[src/rtl/seq_calc_pkg.sv]
// seq_calc_pkg: op/state encodings and default widths shared by the recurrence engine
package seq_calc_pkg;
    localparam int DATA_W_DEF = 32;
    localparam int ADDR_W_DEF = 6;
    localparam logic [1:0] OP_ADD = 2'b00;
    localparam logic [1:0] OP_SUB = 2'b01;
    localparam logic [1:0] OP_AND = 2'b10;
    localparam logic [1:0] OP_XOR = 2'b11;
    localparam logic [2:0] S_IDLE  = 3'd0;
    localparam logic [2:0] S_SEED0 = 3'd1;
    localparam logic [2:0] S_SEED1 = 3'd2;
    localparam logic [2:0] S_CALC  = 3'd3;
    localparam logic [2:0] S_DONE  = 3'd4;
endpackage

[src/rtl/seq_calc_if.sv]
// seq_calc_if: host handshake, RAM write port and readback port of seq_calc_engine
interface seq_calc_if
    import seq_calc_pkg::*;
#(
    parameter int DATA_W = DATA_W_DEF,
    parameter int ADDR_W = ADDR_W_DEF
);
    logic              start;
    logic [DATA_W-1:0] seed0;
    logic [DATA_W-1:0] seed1;
    logic [ADDR_W:0]   count;
    logic [1:0]        op;
    logic              busy;
    logic              done;
    logic              mem_we;
    logic [ADDR_W-1:0] mem_addr;
    logic [DATA_W-1:0] mem_wdata;
    logic [ADDR_W-1:0] rd_addr;
    logic [DATA_W-1:0] rd_data;
    logic              ovf;
    modport master (
        output start, seed0, seed1, count, op, rd_addr,
        input  busy, done, mem_we, mem_addr, mem_wdata, rd_data, ovf
    );
    modport slave (
        input  start, seed0, seed1, count, op, rd_addr,
        output busy, done, mem_we, mem_addr, mem_wdata, rd_data, ovf
    );
endinterface

[src/rtl/seq_regfile.sv]
// seq_regfile: DEPTH x DATA_W register file, one write port, one registered read port, sync clear
module seq_regfile #(
    parameter int DATA_W = 32,
    parameter int ADDR_W = 6,
    parameter int DEPTH  = 64
) (
    input  logic              clk,
    input  logic              rst,
    input  logic              we,
    input  logic [ADDR_W-1:0] waddr,
    input  logic [DATA_W-1:0] wdata,
    input  logic [ADDR_W-1:0] raddr,
    output logic [DATA_W-1:0] rdata
);
    logic [DATA_W-1:0] mem [DEPTH];
    // a read of the address being written returns the pre-write contents
    always_ff @(posedge clk) begin
        if (rst) begin
            for (int i = 0; i < DEPTH; i++) mem[i] <= '0;
            rdata <= '0;
        end else begin
            rdata <= mem[raddr];
            if (we) mem[waddr] <= wdata;
        end
    end
endmodule

[src/rtl/seq_calc_engine.sv]
// seq_calc_engine: a[i]=a[i-1] OP a[i-2] into regfile and RAM; SEQ_CALC_OVF_EN builds the sticky ovf flag
module seq_calc_engine
    import seq_calc_pkg::*;
#(
    parameter int DATA_W = DATA_W_DEF,
    parameter int ADDR_W = ADDR_W_DEF,
    parameter int DEPTH  = 64
) (
    input logic       clk,
    input logic       rst,
    seq_calc_if.slave bus
);
    logic [2:0]        state;
    logic [2:0]        next_state;
    logic [ADDR_W-1:0] idx;
    logic [ADDR_W-1:0] last;
    logic [ADDR_W-1:0] wr_addr;
    logic [ADDR_W-1:0] mem_addr_r;
    logic [ADDR_W:0]   n_clamp;
    logic [1:0]        op_r;
    logic [DATA_W-1:0] p1;
    logic [DATA_W-1:0] p2;
    logic [DATA_W-1:0] alu;
    logic [DATA_W-1:0] wr_data;
    logic [DATA_W-1:0] mem_wdata_r;
    logic              accept;
    logic              wr_en;
    logic              busy_r;
    logic              done_r;
    logic              mem_we_r;

    // the visible done cycle is still treated as part of the run, so start is ignored there
    assign accept  = state == S_IDLE && bus.start && !done_r;
    assign n_clamp = bus.count < (ADDR_W+1)'(2) ? (ADDR_W+1)'(2) :
                     bus.count > (ADDR_W+1)'(DEPTH) ? (ADDR_W+1)'(DEPTH) : bus.count;

    always_comb begin
        wr_en      = state == S_SEED0 || state == S_SEED1 || state == S_CALC;
        wr_addr    = state == S_SEED0 ? '0 : state == S_SEED1 ? ADDR_W'(1) : idx;
        alu        = op_r == OP_ADD ? p1 + p2 : op_r == OP_SUB ? p1 - p2 :
                     op_r == OP_AND ? (p1 & p2) : (p1 ^ p2);
        wr_data    = state == S_SEED0 ? p2 : state == S_SEED1 ? p1 : alu;
        next_state = state == S_IDLE  ? (accept ? S_SEED0 : S_IDLE) :
                     state == S_SEED0 ? S_SEED1 :
                     state == S_SEED1 ? (last == ADDR_W'(1) ? S_DONE : S_CALC) :
                     state == S_CALC  ? (idx == last ? S_DONE : S_CALC) : S_IDLE;
    end

    // p2/p1 hold a[i-2]/a[i-1]; the seeds are parked there until written out
    always_ff @(posedge clk) begin
        if (rst) begin
            state       <= S_IDLE;
            idx         <= '0;
            last        <= '0;
            op_r        <= '0;
            p1          <= '0;
            p2          <= '0;
            busy_r      <= 1'b0;
            done_r      <= 1'b0;
            mem_we_r    <= 1'b0;
            mem_addr_r  <= '0;
            mem_wdata_r <= '0;
        end else begin
            state    <= next_state;
            busy_r   <= accept || wr_en;
            done_r   <= state == S_DONE;
            mem_we_r <= wr_en;
            if (wr_en) begin
                mem_addr_r  <= wr_addr;
                mem_wdata_r <= wr_data;
            end
            if (accept) begin
                op_r <= bus.op;
                p2   <= bus.seed0;
                p1   <= bus.seed1;
                last <= ADDR_W'(n_clamp - (ADDR_W+1)'(1));
            end
            if (state == S_SEED1) idx <= ADDR_W'(2);
            if (state == S_CALC) begin
                p2  <= p1;
                p1  <= alu;
                idx <= idx + ADDR_W'(1);
            end
        end
    end

`ifdef SEQ_CALC_OVF_EN
    logic ovf_r;
    // carry-out of the add shows up as a wrapped sum smaller than an operand
    always_ff @(posedge clk) begin
        if (rst || accept) ovf_r <= 1'b0;
        else if (state == S_CALC && (op_r == OP_ADD ? alu < p1 : op_r == OP_SUB && p1 < p2)) ovf_r <= 1'b1;
    end
    assign bus.ovf = ovf_r;
`else
    assign bus.ovf = 1'b0;
`endif

    assign bus.busy      = busy_r;
    assign bus.done      = done_r;
    assign bus.mem_we    = mem_we_r;
    assign bus.mem_addr  = mem_addr_r;
    assign bus.mem_wdata = mem_wdata_r;

    seq_regfile #(
        .DATA_W (DATA_W),
        .ADDR_W (ADDR_W),
        .DEPTH  (DEPTH)
    ) u_rf (
        .clk   (clk),
        .rst   (rst),
        .we    (wr_en),
        .waddr (wr_addr),
        .wdata (wr_data),
        .raddr (bus.rd_addr),
        .rdata (bus.rd_data)
    );
endmodule

[src/flat_wrapper.sv]
// flat-port wrapper written by rule: the top's interface ports become plain ports
module seq_calc_engine_flat import seq_calc_pkg::*;
#(
    parameter int DATA_W = DATA_W_DEF,
    parameter int ADDR_W = ADDR_W_DEF,
    parameter int DEPTH  = 64
)
  (clk, rst, bus_start, bus_seed0, bus_seed1, bus_count, bus_op, bus_rd_addr, bus_busy, bus_done, bus_mem_we, bus_mem_addr, bus_mem_wdata, bus_rd_data, bus_ovf);
  seq_calc_if #(.DATA_W(DATA_W), .ADDR_W(ADDR_W)) bus_i ();
  input logic clk;
  input logic rst;
  input wire logic [$bits(bus_i.start)-1:0] bus_start;
  input wire logic [$bits(bus_i.seed0)-1:0] bus_seed0;
  input wire logic [$bits(bus_i.seed1)-1:0] bus_seed1;
  input wire logic [$bits(bus_i.count)-1:0] bus_count;
  input wire logic [$bits(bus_i.op)-1:0] bus_op;
  input wire logic [$bits(bus_i.rd_addr)-1:0] bus_rd_addr;
  output wire logic [$bits(bus_i.busy)-1:0] bus_busy;
  output wire logic [$bits(bus_i.done)-1:0] bus_done;
  output wire logic [$bits(bus_i.mem_we)-1:0] bus_mem_we;
  output wire logic [$bits(bus_i.mem_addr)-1:0] bus_mem_addr;
  output wire logic [$bits(bus_i.mem_wdata)-1:0] bus_mem_wdata;
  output wire logic [$bits(bus_i.rd_data)-1:0] bus_rd_data;
  output wire logic [$bits(bus_i.ovf)-1:0] bus_ovf;
  assign bus_i.start = bus_start;
  assign bus_i.seed0 = bus_seed0;
  assign bus_i.seed1 = bus_seed1;
  assign bus_i.count = bus_count;
  assign bus_i.op = bus_op;
  assign bus_i.rd_addr = bus_rd_addr;
  assign bus_busy = bus_i.busy;
  assign bus_done = bus_i.done;
  assign bus_mem_we = bus_i.mem_we;
  assign bus_mem_addr = bus_i.mem_addr;
  assign bus_mem_wdata = bus_i.mem_wdata;
  assign bus_rd_data = bus_i.rd_data;
  assign bus_ovf = bus_i.ovf;
  seq_calc_engine #(.DATA_W(DATA_W), .ADDR_W(ADDR_W), .DEPTH(DEPTH)) u_core (.clk(clk), .rst(rst), .bus(bus_i));
endmodule
[config.mk]
export PLATFORM = sky130hd
export DESIGN_NAME = seq_calc_engine_flat
export DESIGN_NICKNAME = d
export VERILOG_FILES = /design/src/rtl/seq_calc_pkg.sv /design/src/rtl/seq_calc_if.sv /design/src/rtl/seq_regfile.sv /design/src/rtl/seq_calc_engine.sv /design/src/flat_wrapper.sv
export SDC_FILE = /design/constraint.sdc
export NUM_CORES = 2
export LEC_CHECK = 0
export CAP_MARGIN = 10
export CORE_MARGIN = 8
export CORE_UTILIZATION = 55
export DETAILED_ROUTE_END_ITERATION = 10
export PLACE_DENSITY_LB_ADDON = 0.05
export REMOVE_ABC_BUFFERS = 1
export SLEW_MARGIN = 15
export SYNTH_ARGS = -nofsm -noshare
export SYNTH_HDL_FRONTEND = slang
export SYNTH_SLANG_ARGS = --single-unit
[constraint.sdc]
create_clock -name clk -period 3.6 [get_ports clk]
set_input_delay 0.72 -clock clk [delete_from_list [all_inputs] [get_ports clk]]
set_output_delay 0.72 -clock clk [all_outputs]
set_load 0.01 [all_outputs]
==> flow_summary.ini <==
[status]
outcome = finished with violations
violations = setup timing

[clock_tree]
h-tree-depth = 4
clock_sinks = 2202
cts_tree = done
cts_root_buf = clkbuf_16
hold_buffers = 0
numCtsBuffers = 221
clk_pin_slew_ns = 0.06
clock_latency_ns = 0.90
clk_path_buf_depth = 3

[routing]
drt-total-wl_um = 341000
dr_total_vias = 65600
avgRoutedWirePerCell_um = 34.2
avgViaCountPerCell = 6.58
dr.first_iter.drc_count = 9728
drc = 0
dr.pass1.iters = 8
ant_nets = 0

[finish]
fillCellCount = 12800
area_delta_synth_final_pct = 18.1
layout.nets = 7562
drive_gt1_share_pct = 25.6

[timing]
worst_pin_slew_ns = 1.04
hold_violations = 0
min_period_over_period_pct = 103
hold_slack_ns = 0.438
slew_viol_final = 0
fin_skew_ns = 0.0583
rsz0062_at_grt = true
relSlewSlack_pct = 30.4
timing.final.ws_setup_ns = -0.117
final-setup-viol-count = 96
max_freq_ghz = 0.269
period_needed_ns = 3.72

[worst_setup_path]
reg2reg_from = u_core.p1[0]$_SDFFE_PP0P_
cp_common_cell = buf_4
end_kind = register
max_stage_delay_ns = 0.34
crit_chain = buf_6, ha_4, fa_2, nor2b_4, o21bai_1, buf_4, a31oi_4, a311oi_4, buf_4, o31ai_4, a221oi_2, xnor2_1, o211a_1, a21oi_4, buf_12, clkbuf_16, nor2_1
crit_fanout = 9
criticalPathCategory = register to register
critical_path_required_ns = 4.20
cp_slowest_cell = fa_2
worst_r2r_endpoint = u_core.u_rf.mem[12][20]$_SDFFCE_PN0P_
start_kind = register
reg2reg_depth = 17
arrival_ns = 4.32
r2r_setup_slack_ns = -0.12

[grt]
grt_pass1_vias = 63900
grt_max_degree = 66
grt_pass1_wl_um = 474000
grtUsageTotal_pct = 34.6
antenna_found_initial = 21
grt_overflow_total = 0

[min_path]
hold_path_end = u_core.op_r[1]$_SDFFE_PP0P_
hp-start = bus_op[1]
worstHoldPathType = primary input to register
hold_path_depth = 3

[place]
portBuffers = 154
hpwl_um = 210000
place_congestion = 0.958

[power_and_ir_drop]
ir_drop_uv = 1290
finalPower_mw = 80.5
p_leak_nw = 41.0
powerDensity_nw_per_um2 = 691

[synthesis]
synthTopCellsByArea = edfxtp_1, mux4_2, nor2_1
synth_common_cells = nor2_1, edfxtp_1, mux4_2, clkbuf_1, nand2_1
yosysMostFrequentCell = nor2_1
synth-main-ff-cell = edfxtp_1
synth_async_sr_flop_share_pct = 0
ys_warn_count = 0
synth_edf_count = 2048
ys_types = 100
yosysSeqAreaShare_pct = 65.5
yosys.area.top_type = edfxtp_1
avgSynthCellArea_um2 = 14.1
yosys.area.top_type_share_pct = 62.4
netlist_area_um2 = 98600
synthCells = 7012
ys_ff_latch = 2202

[floorplan]
rows = 155
fp.dieW_um = 439
die_h_um = 439
dieArea_um2 = 193000
ios = 156
initial_core_util_pct = 55.3
coreArea_um2 = 178000

[job]
maxCapViolations = 0
per-layer routing:
layer | wire length, µm | GRT usage [%]
met1 | 124000 | 47.3
met2 | 157000 | 53.9
met3 | 41100 | 8.29
met4 | 17800 | 14.9
met5 | 98 | 0
logic make-up after synthesis:
group | count (synthesis) | synth area share, %
AND/OR/NAND/NOR | 2684 | 10.8
flip-flops | 2202 | 65.5
buffers and inverters | 761 | 3.19
multiplexers | 701 | 15.5
AO/OA/AOI/OAI | 568 | 3.92
adder cells (fa/ha/maj) | 67 | 0.865
XOR/XNOR | 28 | 0.249
other | 1 | 0.00380
worst max-delay path by stage:
stage / start / end / slack [ns] / cells after the start
global route: u_core.p1[0]$_SDFFE_PP0P_ / u_core.u_rf.mem[16][26]$_SDFFCE_PN0P_ / -0.24 / 18
CTS: u_core.p1[0]$_SDFFE_PP0P_ / u_core.u_rf.mem[50][26]$_SDFFCE_PN0P_ / -0.13 / 18
detailed placement: u_core.p1[0]$_SDFFE_PP0P_ / u_core.u_rf.mem[53][26]$_SDFFCE_PN0P_ / -0.36 / 16
finish: u_core.p1[0]$_SDFFE_PP0P_ / u_core.u_rf.mem[12][20]$_SDFFCE_PN0P_ / -0.12 / 17
floorplan: u_core.op_r[0]$_SDFFE_PP0P_ / u_core.u_rf.mem[0][16]$_SDFFCE_PN0P_ / -2.78 / 6
global placement: u_core.p1[0]$_SDFFE_PP0P_ / u_core.u_rf.mem[45][26]$_SDFFCE_PN0P_ / -0.39 / 16
sequential cells by signal, summed over array words and instances, names as in the netlist:
register              cells
u_core.bus.done           1
u_core.bus.mem_addr       6
u_core.bus.mem_we         1
u_core.state              3
u_core.last               6
u_core.u_rf.rdata        32
u_core.p2                32
u_core.idx                6
u_core.op_r               2
u_core.bus.busy           1
u_core.u_rf.mem        2048
u_core.bus.mem_wdata     32
u_core.p1                32
report_power, final:
| part | leakage, nW | internal (mW) | switching, mW |
|---|---|---|---|
| combinational | 15.1 | 9.97 | 17.9 |
| sequential | 22.4 | 29.2 | 0.662 |
| clock | 3.44 | 12.6 | 10.1 |
| total | 41.0 | 51.9 | 28.6 |
placed cells by master (no fill, tap or decap), types with 41 or more instances in the layout:
cell             netlist  final
clkinv_1               4     46
nor2_1              2157   2093
ha_1                  65     57
nand2_2                0     68
inv_1                 72     69
edfxtp_1            2048   2048
o21ai_0               78     72
mux4_2               661    661
nand2_1              302    234
clkdlybuf4s50_1        0    147
clkinv_2               0     44
nor3_1                51     48
buf_4                 16    503
dfxtp_1              154    150
a21oi_1              190    178
buf_12                 0    177
a211oi_1              43     41
clkbuf_16              0    232
clkbuf_1             445     60
a22oi_1               42     41
worst max-delay path: cells and delay by family (launching register included):
kind,cells,cell delay (ns)
AO/OA/AOI/OAI,7,1.46
buffers and inverters,5,0.87
adder cells (fa/ha/maj),2,0.49
flip-flops,1,0.33
AND/OR/NAND/NOR,2,0.18
XOR/XNOR,1,0.10
final cells by class:
class	count	area [µm²]	area share, %
flip-flops and latches	2202	64600	55.5
multi-input cells	4049	32000	27.5
repair buffers	863	9510	8.17
clock buffers	290	5900	5.07
well taps	2355	2950	2.53
clock inverters	124	1170	1.00
inverters	76	290	0.249
diodes	5	12.5	0.0107
metrics by stage:
step	cells	setup TNS, ns	util (%)	worst slack (ns)	cell area [µm²]
final	9964	-5.81	65.3	-0.117	116000
after detailed placement	9490	-80.30	60.4	-0.355	108000
after floorplan	6327	-7854.46	-	-2.78	95700
after global routing	9959	-41.98	65.3	-0.241	116000
after global placement	9489	-92.60	60.4	-0.391	108000
after CTS	9935	-2.64	64.8	-0.131	115000
repair_timing:
action                                  in CTS  in global routing
cloned                                      10                 12
resized for setup                           63                135
setup buffers                               21                 14
pin swaps                                   16                 15
endpoints found under the setup margin     678               1002
Power figures use the tool's default switching activity.
